**src/rtl/serial_subtractor.sv**
```systemverilog
`default_nettype none
// ============================================================================
//  Module      : serial_subtractor
//  Description : Bit-serial WIDTH-bit subtractor (d = a - b), LSB first.
//                One full-subtractor cell plus a borrow flip-flop. Reports
//                unsigned borrow, signed overflow and zero. Start/busy/done
//                handshake toward the calculator control FSM.
//  Revision    : 1.0  initial release
// ============================================================================
module serial_subtractor #(
    parameter int WIDTH = 8
) (
    input  logic             clk,
    input  logic             rst,
    input  logic             start,
    input  logic [WIDTH-1:0] a,
    input  logic [WIDTH-1:0] b,
    output logic             busy,
    output logic             done,
    output logic [WIDTH-1:0] d,
    output logic             bout,
    output logic             ovf,
    output logic             zero
);

    localparam int                c_CNT_W  = $clog2(WIDTH + 1);
    localparam logic [c_CNT_W-1:0] c_LAST  = c_CNT_W'(WIDTH - 1);
    localparam logic [c_CNT_W-1:0] c_ONE   = c_CNT_W'(1);

    localparam logic [1:0] c_S_IDLE = 2'd0;
    localparam logic [1:0] c_S_RUN  = 2'd1;
    localparam logic [1:0] c_S_DONE = 2'd2;

    logic [1:0]         r_state;
    logic [1:0]         w_state_nxt;
    logic [WIDTH-1:0]   r_sa;
    logic [WIDTH-1:0]   r_sb;
    logic [WIDTH-1:0]   r_res;
    logic               r_borrow;
    logic [c_CNT_W-1:0] r_cnt;
    logic               r_a_msb;
    logic               r_b_msb;
    logic [WIDTH-1:0]   r_d;
    logic               r_bout;
    logic               r_ovf;
    logic               r_zero;

    logic               w_load;
    logic               w_run;
    logic               w_last;
    logic               w_ai;
    logic               w_bi;
    logic               w_diff;
    logic               w_borrow_nxt;
    logic [WIDTH-1:0]   w_res_nxt;

    // Operands are accepted whenever the unit is not busy (IDLE or DONE).
    assign w_run  = (r_state == c_S_RUN);
    assign w_load = start && ((r_state == c_S_IDLE) || (r_state == c_S_DONE));
    assign w_last = w_run && (r_cnt == c_LAST);

    // Single full-subtractor cell on the current LSBs.
    assign w_ai         = r_sa[0];
    assign w_bi         = r_sb[0];
    assign w_diff       = w_ai ^ w_bi ^ r_borrow;
    assign w_borrow_nxt = (~w_ai & w_bi) | (~(w_ai ^ w_bi) & r_borrow);
    assign w_res_nxt    = {w_diff, r_res[WIDTH-1:1]};

    // State register.
    always_ff @(posedge clk) begin
        if (rst) begin
            r_state <= c_S_IDLE;
        end else begin
            r_state <= w_state_nxt;
        end
    end

    // Next-state logic; the last RUN edge is the one where the counter hits WIDTH.
    always_comb begin
        w_state_nxt = r_state;
        case (r_state)
            c_S_IDLE: if (start)  w_state_nxt = c_S_RUN;
            c_S_RUN:  if (w_last) w_state_nxt = c_S_DONE;
            c_S_DONE: w_state_nxt = start ? c_S_RUN : c_S_IDLE;
            default:  w_state_nxt = c_S_IDLE;
        endcase
    end

    // Serial datapath: load operands, shift one bit per RUN edge.
    always_ff @(posedge clk) begin
        if (rst) begin
            r_sa     <= '0;
            r_sb     <= '0;
            r_res    <= '0;
            r_borrow <= 1'b0;
            r_cnt    <= '0;
            r_a_msb  <= 1'b0;
            r_b_msb  <= 1'b0;
        end else if (w_load) begin
            r_sa     <= a;
            r_sb     <= b;
            r_res    <= '0;
            r_borrow <= 1'b0;
            r_cnt    <= '0;
            r_a_msb  <= a[WIDTH-1];
            r_b_msb  <= b[WIDTH-1];
        end else if (w_run) begin
            r_sa     <= r_sa >> 1;
            r_sb     <= r_sb >> 1;
            r_res    <= w_res_nxt;
            r_borrow <= w_borrow_nxt;
            r_cnt    <= r_cnt + c_ONE;
        end
    end

    // Result outputs update only on the completing edge and hold otherwise.
    always_ff @(posedge clk) begin
        if (rst) begin
            r_d    <= '0;
            r_bout <= 1'b0;
            r_ovf  <= 1'b0;
            r_zero <= 1'b0;
        end else if (w_last) begin
            r_d    <= w_res_nxt;
            r_bout <= w_borrow_nxt;
            r_ovf  <= (r_a_msb != r_b_msb) && (w_diff != r_a_msb);
            r_zero <= (w_res_nxt == '0);
        end
    end

    assign busy = w_run;
    assign done = (r_state == c_S_DONE);
    assign d    = r_d;
    assign bout = r_bout;
    assign ovf  = r_ovf;
    assign zero = r_zero;

endmodule
`default_nettype wire

```
**config.mk**
```make
export PLATFORM = sky130hd
export DESIGN_NAME = serial_subtractor
export DESIGN_NICKNAME = d
export VERILOG_FILES = /design/src/rtl/serial_subtractor.sv
export SDC_FILE = /design/constraint.sdc
export NUM_CORES = 1
export LEC_CHECK = 0
export CORE_MARGIN = 4
export CORE_UTILIZATION = 35
export CTS_CLUSTER_DIAMETER = 200
export DETAILED_ROUTE_END_ITERATION = 8
export GPL_ROUTABILITY_DRIVEN = 1
export PLACE_DENSITY_LB_ADDON = 0.15
export SYNTH_ARGS = -nofsm -noshare
export SYNTH_HDL_FRONTEND = slang
export SYNTH_SLANG_ARGS = --single-unit
export TNS_END_PERCENT = 100
```
**constraint.sdc**
```tcl
create_clock -name clk -period 1.31 [get_ports clk]
set_input_delay 0.3275 -clock clk [delete_from_list [all_inputs] [get_ports clk]]
set_output_delay 0.3275 -clock clk [all_outputs]
set_load 0.005 [all_outputs]
```
# [Word level (Yosys, flattened, before mapping)]
# Index checks and enable logic that the tools add are counted.
[op_classes] n_addsub=1 reduce_logical=9 mux=8 n_eq_ne=7 n_bitwise=7
[ops] operator="$mux 8" count=4
[ops] operator="$logic_not 8->1" count=1
[ops] operator="$pmux 2 s3" count=1
[ops] operator="$add 4x1->4 const B" count=1
[ops] operator="$eq 4x3->1 const B" count=1
[ops] operator="$mux 2" count=2
[ops] operator="$logic_and 1x1->1" count=3
[ops] operator="$and 1x1->1" count=2
[ops] operator="$eq 2x1->1 const B" count=1
[ops] operator="$eq 2x2->1 const B" count=1
[ops] operator="$logic_not 2->1" count=1
[ops] operator="$ne 1x1->1" count=2
[ops] operator="$ne 2x1->1 const B" count=1
[ops] operator="$ne 2x2->1 const B" count=1
[ops] operator="$not 1->1" count=2
[ops] operator="$reduce_and 2->1" count=1
[ops] operator="$reduce_bool 2->1" count=1
[ops] operator="$reduce_or 2->1" count=1
[ops] operator="$xor 1x1->1" count=2
[ops] operator="$logic_or 1x1->1" count=1
[ops] operator="$mux 1" count=1
[ops] operator="$or 1x1->1" count=1
[totals] register_bits=44 input_bits=19

# [Logic depth before layout (Yosys ltp)]
# Gate-level depths: netlist of run 1.
[depth] word_depth=4 mapped_depth=5 mapped_depth_nobuf=5

# [Worst setup path before layout of run 1]
# Ideal clock, no wire load.
[synth_path] kind="reg-to-reg" start="register r_sb[0]" end="register r_ovf, in the netlist ovf" required_time_ns=1.224 arrival_ns=1.299 setup_slack_ns=-0.074 path_buffers=0 stages_incl_launch_ff=6 cell_sequence="dfxtp_1 > inv_1 > fa_1 > and3b_1 > a21oi_1 > a211oi_1"
[synth_between] elab_chain_cells=4
[synth_lines] item="from (decl)" line="37" text="logic [WIDTH-1:0] r_sb;"
[synth_lines] item="from (signal assigned)" line="109" text="r_sb <= r_sb >> 1;"
[synth_lines] item="$xor 1x1->1 (2 in series)" line="65" text="assign w_diff = w_ai ^ w_bi ^ r_borrow;"
[synth_lines] item="via w_diff" line="53" text="logic w_diff;"
[synth_lines] item="$ne 1x1->1" line="126" text="r_ovf <= (r_a_msb != r_b_msb) && (w_diff != r_a_msb);"
[synth_lines] item="$logic_and 1x1->1" line="126"
[synth_lines] item="to (signal assigned)" line="126"
[synth_lines] item="to (decl)" line="45" text="logic r_ovf;"
# The timed path passes the listed nets, and every way through them passes these cells.
# A chain may end at the register's enable or synchronous reset.

# [Worst setup path in the final report of run 1]
[layout_path] start="register r_sa[0]" end="register r_ovf, in the netlist ovf"
[layout_between] elab_chain_cells=4
[layout_lines] item="from (decl)" line="36" text="logic [WIDTH-1:0] r_sa;"
[layout_lines] item="from (signal assigned)" line="108" text="r_sa <= r_sa >> 1;"
[layout_lines] item="$xor 1x1->1 (2 in series)" line="65"
[layout_lines] item="via w_diff" line="53"
[layout_lines] item="$ne 1x1->1" line="126"
[layout_lines] item="$logic_and 1x1->1" line="126"
# The timed path passes the listed nets, and every way through them passes these cells.

==> results of run 1 <==
[worst max-delay path, cell delays in order, from the launching register on]
cell	delay (ps)
dfxtp_2	340
fa_2	620
and3b_1	160
a21oi_1	40
a211oi_1	180
[flip-flops by register name, indices dropped and copies added (netlist names), 2 cells and up]
signal	flops
d	8
r_sa	8
r_sb	8
r_res	7
r_cnt	4
r_state	2
[metrics by stage]
stage	total power, W	util, %	instances	setup TNS (ps)
floorplan	0.00167	-	199	-34.6
global placement	0.00185	46.9	302	-3250
detailed placement	0.00185	46.9	302	-3550
CTS	0.00277	49.0	310	-163
global route	0.00289	49.8	310	-461
finish	0.00275	49.8	310	-149
[metal layers]
| metal | wire [um] | vias to the layer above | global-route usage, % | part of all wire (%) |
|---|---|---|---|---|
| met5 | 0 | - | 0 | 0 |
| met4 | 12 | 0 | 3.61 | 0.31 |
| met3 | 142 | 2 | 3.17 | 3.6 |
| met2 | 1820 | 26 | 21.7 | 47 |
| met1 | 1930 | 688 | 17.8 | 49 |
| li1 | - | 799 | - | - |
[layout make-up]
class | count | area (sq um)
Clock buffer | 8 | 100
Timing Repair Buffer | 52 | 532
Multi-Input combinational cell | 137 | 797
Fill cell | 484 | 2420
Tap cell | 67 | 83.8
Sequential cell | 43 | 871
Inverter | 3 | 13.8
[kinds of logic after synthesis]
| group | count (synthesis) |
|---|---|
| AOI/OAI and AO/OA | 58 |
| xor gates and xnor gates | 2 |
| adders and majority gates | 2 |
| buffers and inverters | 19 |
| DFF | 43 |
| and+or+nand+nor | 75 |
[cells in the final DEF (no fill, tap or decap), types with 3 or more instances in the layout]
cell type,instances
a21oi_1,29
nor3_1,15
nand3_1,15
clkbuf_8,7
buf_12,5
clkdlybuf4s50_1,18
o22ai_1,8
dfxtp_1,37
nand2_1,24
nor2_1,8
dfxtp_2,5
buf_4,13
a22oi_1,3
o21ai_1,7
o21ai_0,3
a311oi_2,3
dlygate4sd2_1,11
[cells in the mapped netlist (3+ instances only)]
cell type | count | area (sq um)
nand3_1 | 15 | 75.1
a311oi_2 | 3 | 45.0
o21ai_0 | 3 | 15.0
buf_2 | 3 | 15.0
dfxtp_1 | 43 | 861
nand2_1 | 24 | 90.1
buf_4 | 4 | 30.0
a22oi_1 | 4 | 30.0
a21oi_1 | 30 | 150
o22ai_1 | 8 | 50.1
buf_6 | 6 | 67.6
o21ai_1 | 7 | 35.0
clkbuf_1 | 3 | 11.3
nor3_1 | 15 | 75.1
nor2_1 | 8 | 30.0
[what timing repair did]
item,CTS,global route
pin swaps,0,1
endpoints found under the setup margin,21,23
gates resized for setup,28,11
gates cloned,0,0
[path summary, 6_finish.rpt]
check             cells after the start           endpoint                  from  slack, ps
hold / removal                        2  d[2]$_SDFFE_PP0P_     d[2]$_SDFFE_PP0P_        470
setup reg to reg                      4   ovf$_SDFFE_PP0P_  r_sa[0]$_SDFFE_PP0P_       -100
setup / recovery                      4   ovf$_SDFFE_PP0P_  r_sa[0]$_SDFFE_PP0P_       -100
hold reg to reg                       2  d[2]$_SDFFE_PP0P_     d[2]$_SDFFE_PP0P_        470
[where the power goes]
part           total, W  internal (W)  switching, W
Clock          0.000902      0.000481      0.000420
Sequential      0.00140       0.00136     0.0000338
Combinational  0.000447      0.000234      0.000213
==> impl_metrics.py, run 1 <==
metrics = {
    "worst_setup_path": {
        "crit_path_start_kind": "flip-flop",
        "critPathMaxFanout": 4,
        "crit_path_end_kind": "flip-flop",
        "required_ps": 1510,
        "worstSetupPathType": "reg2reg",
        "cp.arrival_ps": 1620,
    },
    "clock_network": {
        "root_buffer": "clkbuf_8",
        "cts_setup_buffers": 0,
        "insertion_delay_ps": 290,
        "cts_buffers": 5,
        "postCtsHoldBufs": 0,
        "ctsHtreeMaxLevel": 2,
        "cts_tree": "yes",
        "clockBufferDepth": 2,
        "clkTransAtPathRegs_ps": 80,
        "cts.sinks": 43,
    },
    "timing": {
        "worstMarginPinSlew_ps": 263,
        "hold_ws_ps": 471,
        "setup_viol": 3,
        "slew_headroom_pct": 82.3,
        "fmax_mhz": 707,
        "layout_setup_ws_ps": -104,
        "finClkSkew_ps": 6.95,
        "hold_viol_final": 0,
        "grt_setup_unrepaired": "yes",
        "timing.final.crit_share_pct": 108,
        "timing.final.max_slew_violations": 0,
        "min_period_ps": 1410,
    },
    "placed_design": {
        "place_hpwl_mm": 2.83,
        "gp_congestion": 0.761,
        "port_buffers": 31,
        "place_area_sq_um": 2260,
        "pre_cts_ws_ps": -143,
    },
    "hold_path": {
        "hold_class": "reg2reg",
    },
    "yosys": {
        "synth_fp_nets": 220,
        "async_flop_share_pct": 0,
        "synth_xor_area_share_pct": 0.990,
        "synth_area_sq_um": 1770,
        "synth_top_family_by_area": "simple AND/OR/NAND/NOR gates",
        "synthMuxAreaShare_pct": 0,
        "yosysWarnings": 0,
        "synth-simple-area-share_pct": 20.8,
        "synth_flop_cell": "dfxtp_1",
        "synth_fa_ha_area_share_pct": 1.84,
        "synthDistinctLibCells": 32,
        "netlist_instances": 199,
        "synth_compound_area_share_pct": 19.9,
        "yosysSeqAreaShare_pct": 48.7,
        "synth_edf_count": 0,
        "syn_area_per_cell_sq_um": 8.89,
        "ys_ff_latch": 43,
    },
    "cells_and_area": {
        "fin_nets": 263,
        "antenna_cells": 0,
        "final_cell_area_sq_um": 2400,
        "drive_gt1_share_pct": 21.4,
        "syn_to_final_growth_pct": 35.5,
    },
    "routing": {
        "viasPerCell": 4.89,
        "num_vias": 1515,
        "firstDrtPassIters": 4,
        "drt_iter0_drc": 79,
        "wire_per_inst_um": 12.6,
        "totalWireLength_mm": 3.90,
        "ant_nets": 0,
        "drc_errors": 0,
    },
    "pwr": {
        "p_leak_nw": 0.889,
        "powerDensity_nw_per_um2": 1150,
        "ir_worst_vdd_v": 0.000834,
    },
    "global_routing": {
        "grt_pass1_vias": 1439,
        "antenna_found_initial": 0,
        "grt_pass1_wl_mm": 6.71,
        "grt_remaining_overflow": 0,
        "grt_max_degree": 27,
        "track_usage_pct": 13.4,
    },
    "status": {
        "violations": "setup timing",
        "run_status": "finished, violations left",
    },
    "die": {
        "floorplan.initialDensity_pct": 36.7,
        "io_pins": 32,
        "die_area_sq_um": 6260,
        "die_x_um": 79.1,
        "core_sq_um": 4820,
        "rows": 25,
        "die_h_um": 79.1,
    },
    "flow_run": {
        "drv_cap": 0,
    },
}
Power figures use the tool's default switching activity.
==> inputs of run 2 (changes only) <==
SKIP_LAST_GASP = 1   (was not set)
==> run 2 against run 1 <==
Net effect: largest cell class unchanged; sequential share of layout area is 0.14 points higher; critical path type unchanged; flip-flop and latch count stayed put; critical path depth stayed put; count of clock-buffer cells in the layout stayed put; the flow still finishes with violations (setup timing); routed wire length is 1.0% higher; final area is 0.52% lower.
==> impl_metrics.py, run 2 (synthesis gave the netlist of run 1 again) <==
metrics = {
    "timing": {
        "min_period_ps": 1420,
        "finClkSkew_ps": 5.55,
        "timing.final.crit_share_pct": 108,
        "slew_headroom_pct": 82.3,
        "final.setup.tns_ps": -171,
        "grt_setup_unrepaired": "yes",
        "fmax_mhz": 705,
        "layout_setup_ws_ps": -108,
        "timing.final.max_slew_violations": 0,
        "worstMarginPinSlew_ps": 263,
        "hold_viol_final": 0,
        "setup_viol": 3,
        "hold_ws_ps": 471,
    },
    "worst_setup_path": {
        "critPathMaxFanout": 4,
        "worstSetupPathType": "reg2reg",
        "r2r_cells": 4,
        "crit_path_end_kind": "flip-flop",
        "required_ps": 1510,
        "r2r_end": "ovf$_SDFFE_PP0P_",
        "r2r_start": "r_sa[0]$_SDFFE_PP0P_",
        "ff2ff_setup_slack_ps": -110,
        "max_stage_delay_ps": 620,
        "cp_top_family": "adder cells",
        "cp_num_buf_inv": 0,
        "cp.arrival_ps": 1620,
        "crit_path_start_kind": "flip-flop",
        "cp_cell_sequence": "fa_2, and3b_1, a21oi_1, a211oi_1",
        "crit_slowest_cell": "fa_2",
    },
    "die": {
        "die_x_um": 79.1,
        "core_sq_um": 4820,
        "floorplan.initialDensity_pct": 36.7,
        "die_h_um": 79.1,
        "die_area_sq_um": 6260,
        "rows": 25,
        "io_pins": 32,
    },
    "routing": {
        "ant_nets": 0,
        "totalWireLength_mm": 3.94,
        "drt_iter0_drc": 74,
        "wire_per_inst_um": 12.7,
        "drc_errors": 0,
        "num_vias": 1531,
        "viasPerCell": 4.94,
        "firstDrtPassIters": 4,
    },
    "cells_and_area": {
        "drive_gt1_share_pct": 20.2,
        "fin_nets": 263,
        "antenna_cells": 0,
        "layout.cells.non_filler": 310,
        "mostFrequentLayoutCell": "dfxtp_1",
        "multi_input_area_sq_um": 792,
        "syn_to_final_growth_pct": 34.8,
        "fill_cells": 485,
        "final_cell_mix": "dfxtp_1 (38), a21oi_1 (29), nand2_1 (24)",
        "final_cell_area_sq_um": 2380,
        "seqCellArea_sq_um": 870,
    },
    "hold_path": {
        "hold_end": "d[2]$_SDFFE_PP0P_",
        "min_from": "d[2]$_SDFFE_PP0P_",
        "hold_class": "reg2reg",
        "hold-path-cell-count": 2,
    },
    "global_routing": {
        "grt_pass1_wl_mm": 6.71,
        "grt_remaining_overflow": 0,
        "grt_max_degree": 27,
        "antenna_found_initial": 0,
        "track_usage_pct": 13.4,
        "grt_pass1_vias": 1439,
    },
    "placed_design": {
        "port_buffers": 31,
        "place_hpwl_mm": 2.83,
        "gp_congestion": 0.761,
        "pre_cts_ws_ps": -143,
        "dp_cells": 302,
        "place_area_sq_um": 2260,
    },
    "pwr": {
        "ir_worst_vdd_v": 0.000840,
        "powerDensity_nw_per_um2": 1150,
        "p_leak_nw": 0.887,
    },
    "clock_network": {
        "root_buffer": "clkbuf_8",
        "cts_buffers": 5,
        "clockBufferDepth": 2,
        "clkTransAtPathRegs_ps": 80,
        "ctsHtreeMaxLevel": 2,
        "insertion_delay_ps": 290,
        "postCtsHoldBufs": 0,
        "cts_tree": "yes",
        "cts.sinks": 43,
    },
    "status": {
        "violations": "setup timing",
        "run_status": "finished, violations left",
    },
    "flow_run": {
        "drv_cap": 0,
    },
}
[run 2: metrics by stage]
stage | util, % | power [W]
after floorplan | - | 0.00167
after global placement | 46.9 | 0.00185
after global routing | 49.5 | 0.00288
after detailed placement | 46.9 | 0.00185
after CTS | 49.1 | 0.00277
final | 49.5 | 0.00274
[run 2: cell type report]
class / count / area share [%]
well taps: 67 / 3.52
repair buffers: 52 / 22.0
multi-input cells: 137 / 33.2
clock buffers: 8 / 4.20
flip-flops and latches: 43 / 36.5
inverters: 3 / 0.577
[run 2: how the worst max path moves through the flow]
stage | start | to | slack [ps] | cells after the start
after floorplan | r_borrow$_SDFFE_PP0P_ | ovf$_SDFFE_PP0P_ | -30 | 5
after global placement | start | r_sb[0]$_SDFFE_PP0P_ | -130 | 4
after CTS | r_borrow$_SDFFE_PP0P_ | ovf$_SDFFE_PP0P_ | -110 | 5
after global routing | r_sb[0]$_SDFFE_PP0P_ | ovf$_SDFFE_PP0P_ | -170 | 5
final | r_sa[0]$_SDFFE_PP0P_ | ovf$_SDFFE_PP0P_ | -110 | 4
after detailed placement | start | r_sb[0]$_SDFFE_PP0P_ | -140 | 4
[run 2: per-layer routing]
layer | part of all wire, % | global-route usage (%)
met5 | 0 | 0
met4 | 0.30 | 3.61
met3 | 3.8 | 3.17
met2 | 46 | 21.7
met1 | 49 | 17.8
[run 2: worst min-delay path, stage by stage (launching register included)]
cell     delay (ps)
dfxtp_1         310
o21ai_0          60
a21oi_1          60
[run 2: repair_timing]
item | CTS | global route
resized for setup | 24 | 10
setup buffers | 0 | 0
setup endpoints to repair | 21 | 24
gates cloned | 0 | 0
[run 2: report_power, final]
group	internal, W	switching [W]
logic	0.000230	0.000211
registers	0.00136	0.0000331
clock network	0.000481	0.000423
total	0.00208	0.000667
==> inputs of run 3 (changes only) <==
GPL_TIMING_DRIVEN = 0   (was not set)
==> run 3 against run 2 <==
Net effect: the run still ends with setup timing left; die area unchanged; core utilization increased by 3.0 points; highest routed layer unchanged; count of clock-buffer cells in the layout shrank 3; final area is 6.1% higher; routed wire length up 20%; largest cell class unchanged; via count grew 7.5%.
==> impl_metrics.py, run 3 (synthesis gave the netlist of run 1 again) <==
metrics = {
    "die": {
        "io_pins": 32,
        "rows": 25,
        "core_sq_um": 4820,
        "die_area_sq_um": 6260,
        "die_h_um": 79.1,
        "floorplan.initialDensity_pct": 36.7,
        "die_x_um": 79.1,
    },
    "pwr": {
        "p_total_w": 0.00276,
        "p_leak_nw": 0.950,
        "powerDensity_nw_per_um2": 1090,
        "ir_worst_vdd_v": 0.000551,
    },
    "global_routing": {
        "met3_usage_pct": 3.29,
        "antenna_found_initial": 0,
        "grt_max_degree": 14,
        "grtUsageMet1_pct": 21.8,
        "track_usage_pct": 15.8,
        "met2_usage_pct": 24.2,
        "top_usage_layer": "met2",
        "grt_pass1_wl_mm": 7.71,
        "grt_remaining_overflow": 0,
        "grt_pass1_vias": 1542,
    },
    "placed_design": {
        "port_buffers": 31,
        "place_hpwl_mm": 3.03,
        "place_area_sq_um": 2160,
        "pre_cts_ws_ps": -433,
        "gp_congestion": 0.755,
    },
    "clock_network": {
        "cts_tree": "yes",
        "insertion_delay_ps": 300,
        "cts.sinks": 43,
        "clkTransAtPathRegs_ps": 80,
        "ctsHtreeMaxLevel": 2,
        "root_buffer": "clkbuf_8",
        "clockBufferDepth": 2,
        "postCtsHoldBufs": 0,
        "cts_buffers": 5,
    },
    "timing": {
        "hold_viol_final": 0,
        "layout_setup_ws_ps": -177,
        "setup_viol": 6,
        "final.setup.tns_ps": -615,
        "grt_setup_unrepaired": "yes",
        "worstMarginPinSlew_ps": 531,
        "slew_headroom_pct": 64.6,
        "fmax_mhz": 672,
        "min_period_ps": 1490,
        "timing.final.max_slew_violations": 0,
        "finClkSkew_ps": 2.67,
        "timing.final.crit_share_pct": 114,
    },
    "worst_setup_path": {
        "r2r_end": "ovf$_SDFFE_PP0P_",
        "crit_slowest_cell": "fa_2",
        "path_depth": 5,
        "cp.arrival_ps": 1700,
        "worstSetupPathType": "reg2reg",
        "critPathMaxFanout": 5,
        "crit_path_start_kind": "flip-flop",
        "cp_num_buf_inv": 1,
        "cp_cell_sequence": "inv_2, fa_2, and3b_1, a21oi_2, a211oi_1",
        "required_ps": 1520,
        "cp_top_family": "adder cells",
        "ff2ff_setup_slack_ps": -180,
        "crit_path_end_kind": "flip-flop",
        "r2r_cells": 5,
        "r2r_start": "r_sb[0]$_SDFFE_PP0P_",
        "max_stage_delay_ps": 590,
    },
    "routing": {
        "drt_iter0_drc": 65,
        "firstDrtPassIters": 4,
        "wire_per_inst_um": 14.9,
        "drc_errors": 0,
        "totalWireLength_mm": 4.73,
        "num_vias": 1646,
        "viasPerCell": 5.18,
        "ant_nets": 0,
    },
    "cells_and_area": {
        "syn_to_final_growth_pct": 43.1,
        "fill_cells": 499,
        "fin_nets": 271,
        "drive_gt1_share_pct": 27.5,
        "mostFrequentLayoutCell": "dfxtp_1",
        "final_cell_area_sq_um": 2530,
        "final_cell_mix": "dfxtp_1 (36), a21oi_1 (27), nand2_1 (24)",
        "antenna_cells": 0,
        "multi_input_area_sq_um": 851,
        "seqCellArea_sq_um": 872,
    },
    "hold_path": {
        "hold-path-cell-count": 2,
        "hold_end": "d[6]$_SDFFE_PP0P_",
        "min_from": "d[6]$_SDFFE_PP0P_",
        "hold_class": "reg2reg",
    },
    "flow_run": {
        "drv_cap": 0,
    },
    "status": {
        "run_status": "finished, violations left",
        "violations": "setup timing",
    },
}
run 3: cell count changes in the layout (fill, tap and decap cells not counted), sizes merged:
cell,before,now
clkdlybuf4s50,18,19
dlygate4sd2,11,10
clkinv,0,3
buf,22,27
run 3: per-stage QoR:
| step | utilization (%) | hold WS (ps) | instances |
|---|---|---|---|
| after global routing | 52.5 | 494 | 318 |
| final | 52.5 | 461 | 318 |
| after CTS | 48.0 | 474 | 310 |
| after detailed placement | 44.9 | 463 | 297 |
| after global placement | 44.9 | 456 | 297 |
| after floorplan | - | 395 | 199 |
run 3: how the worst max path moves through the flow:
stage | startpoint | endpoint | slack [ps]
after floorplan | r_borrow$_SDFFE_PP0P_ | ovf$_SDFFE_PP0P_ | -30
after global placement | r_state[0]$_SDFFE_PP0P_ | busy | -400
after detailed placement | start | r_sb[7]$_SDFFE_PP0P_ | -430
after CTS | r_state[0]$_SDFFE_PP0P_ | busy | -170
after global routing | r_sb[0]$_SDFFE_PP0P_ | ovf$_SDFFE_PP0P_ | -240
final | r_sb[0]$_SDFFE_PP0P_ | ovf$_SDFFE_PP0P_ | -180
run 3: area by class of cell:
class,count,area share [%]
Clock buffer,5,2.72
Buffer,16,7.91
Tap cell,67,3.31
Multi-Input combinational cell,137,33.6
Clock inverter,3,0.593
Sequential cell,43,34.5
Timing Repair Buffer,44,16.8
Inverter,3,0.643
run 3: tightest hold or removal path: stages (launching register included):
cell	delay, ps
dfxtp_2	330
o21ai_2	50
a21oi_1	50
run 3: timing repair:
action	4_1_cts	5_1_grt
resized for setup	33	44
endpoints found under the setup margin	28	44
gates cloned	0	1
buffers inserted	5	7
pin swaps	0	6
run 3: metal layers:
metal | wire [um] | vias up
li1 | - | 819
met1 | 2270 | 789
met2 | 2220 | 32
met3 | 194 | 6
met4 | 55 | 0
met5 | 0 | -
run 3: report_power, final:
group | internal, W | total [W] | switching (W)
combinational | 0.000284 | 0.000537 | 0.000254
clock | 0.000365 | 0.000826 | 0.000460
sequential | 0.00136 | 0.00140 | 0.0000372
total | 0.00201 | 0.00276 | 0.000751
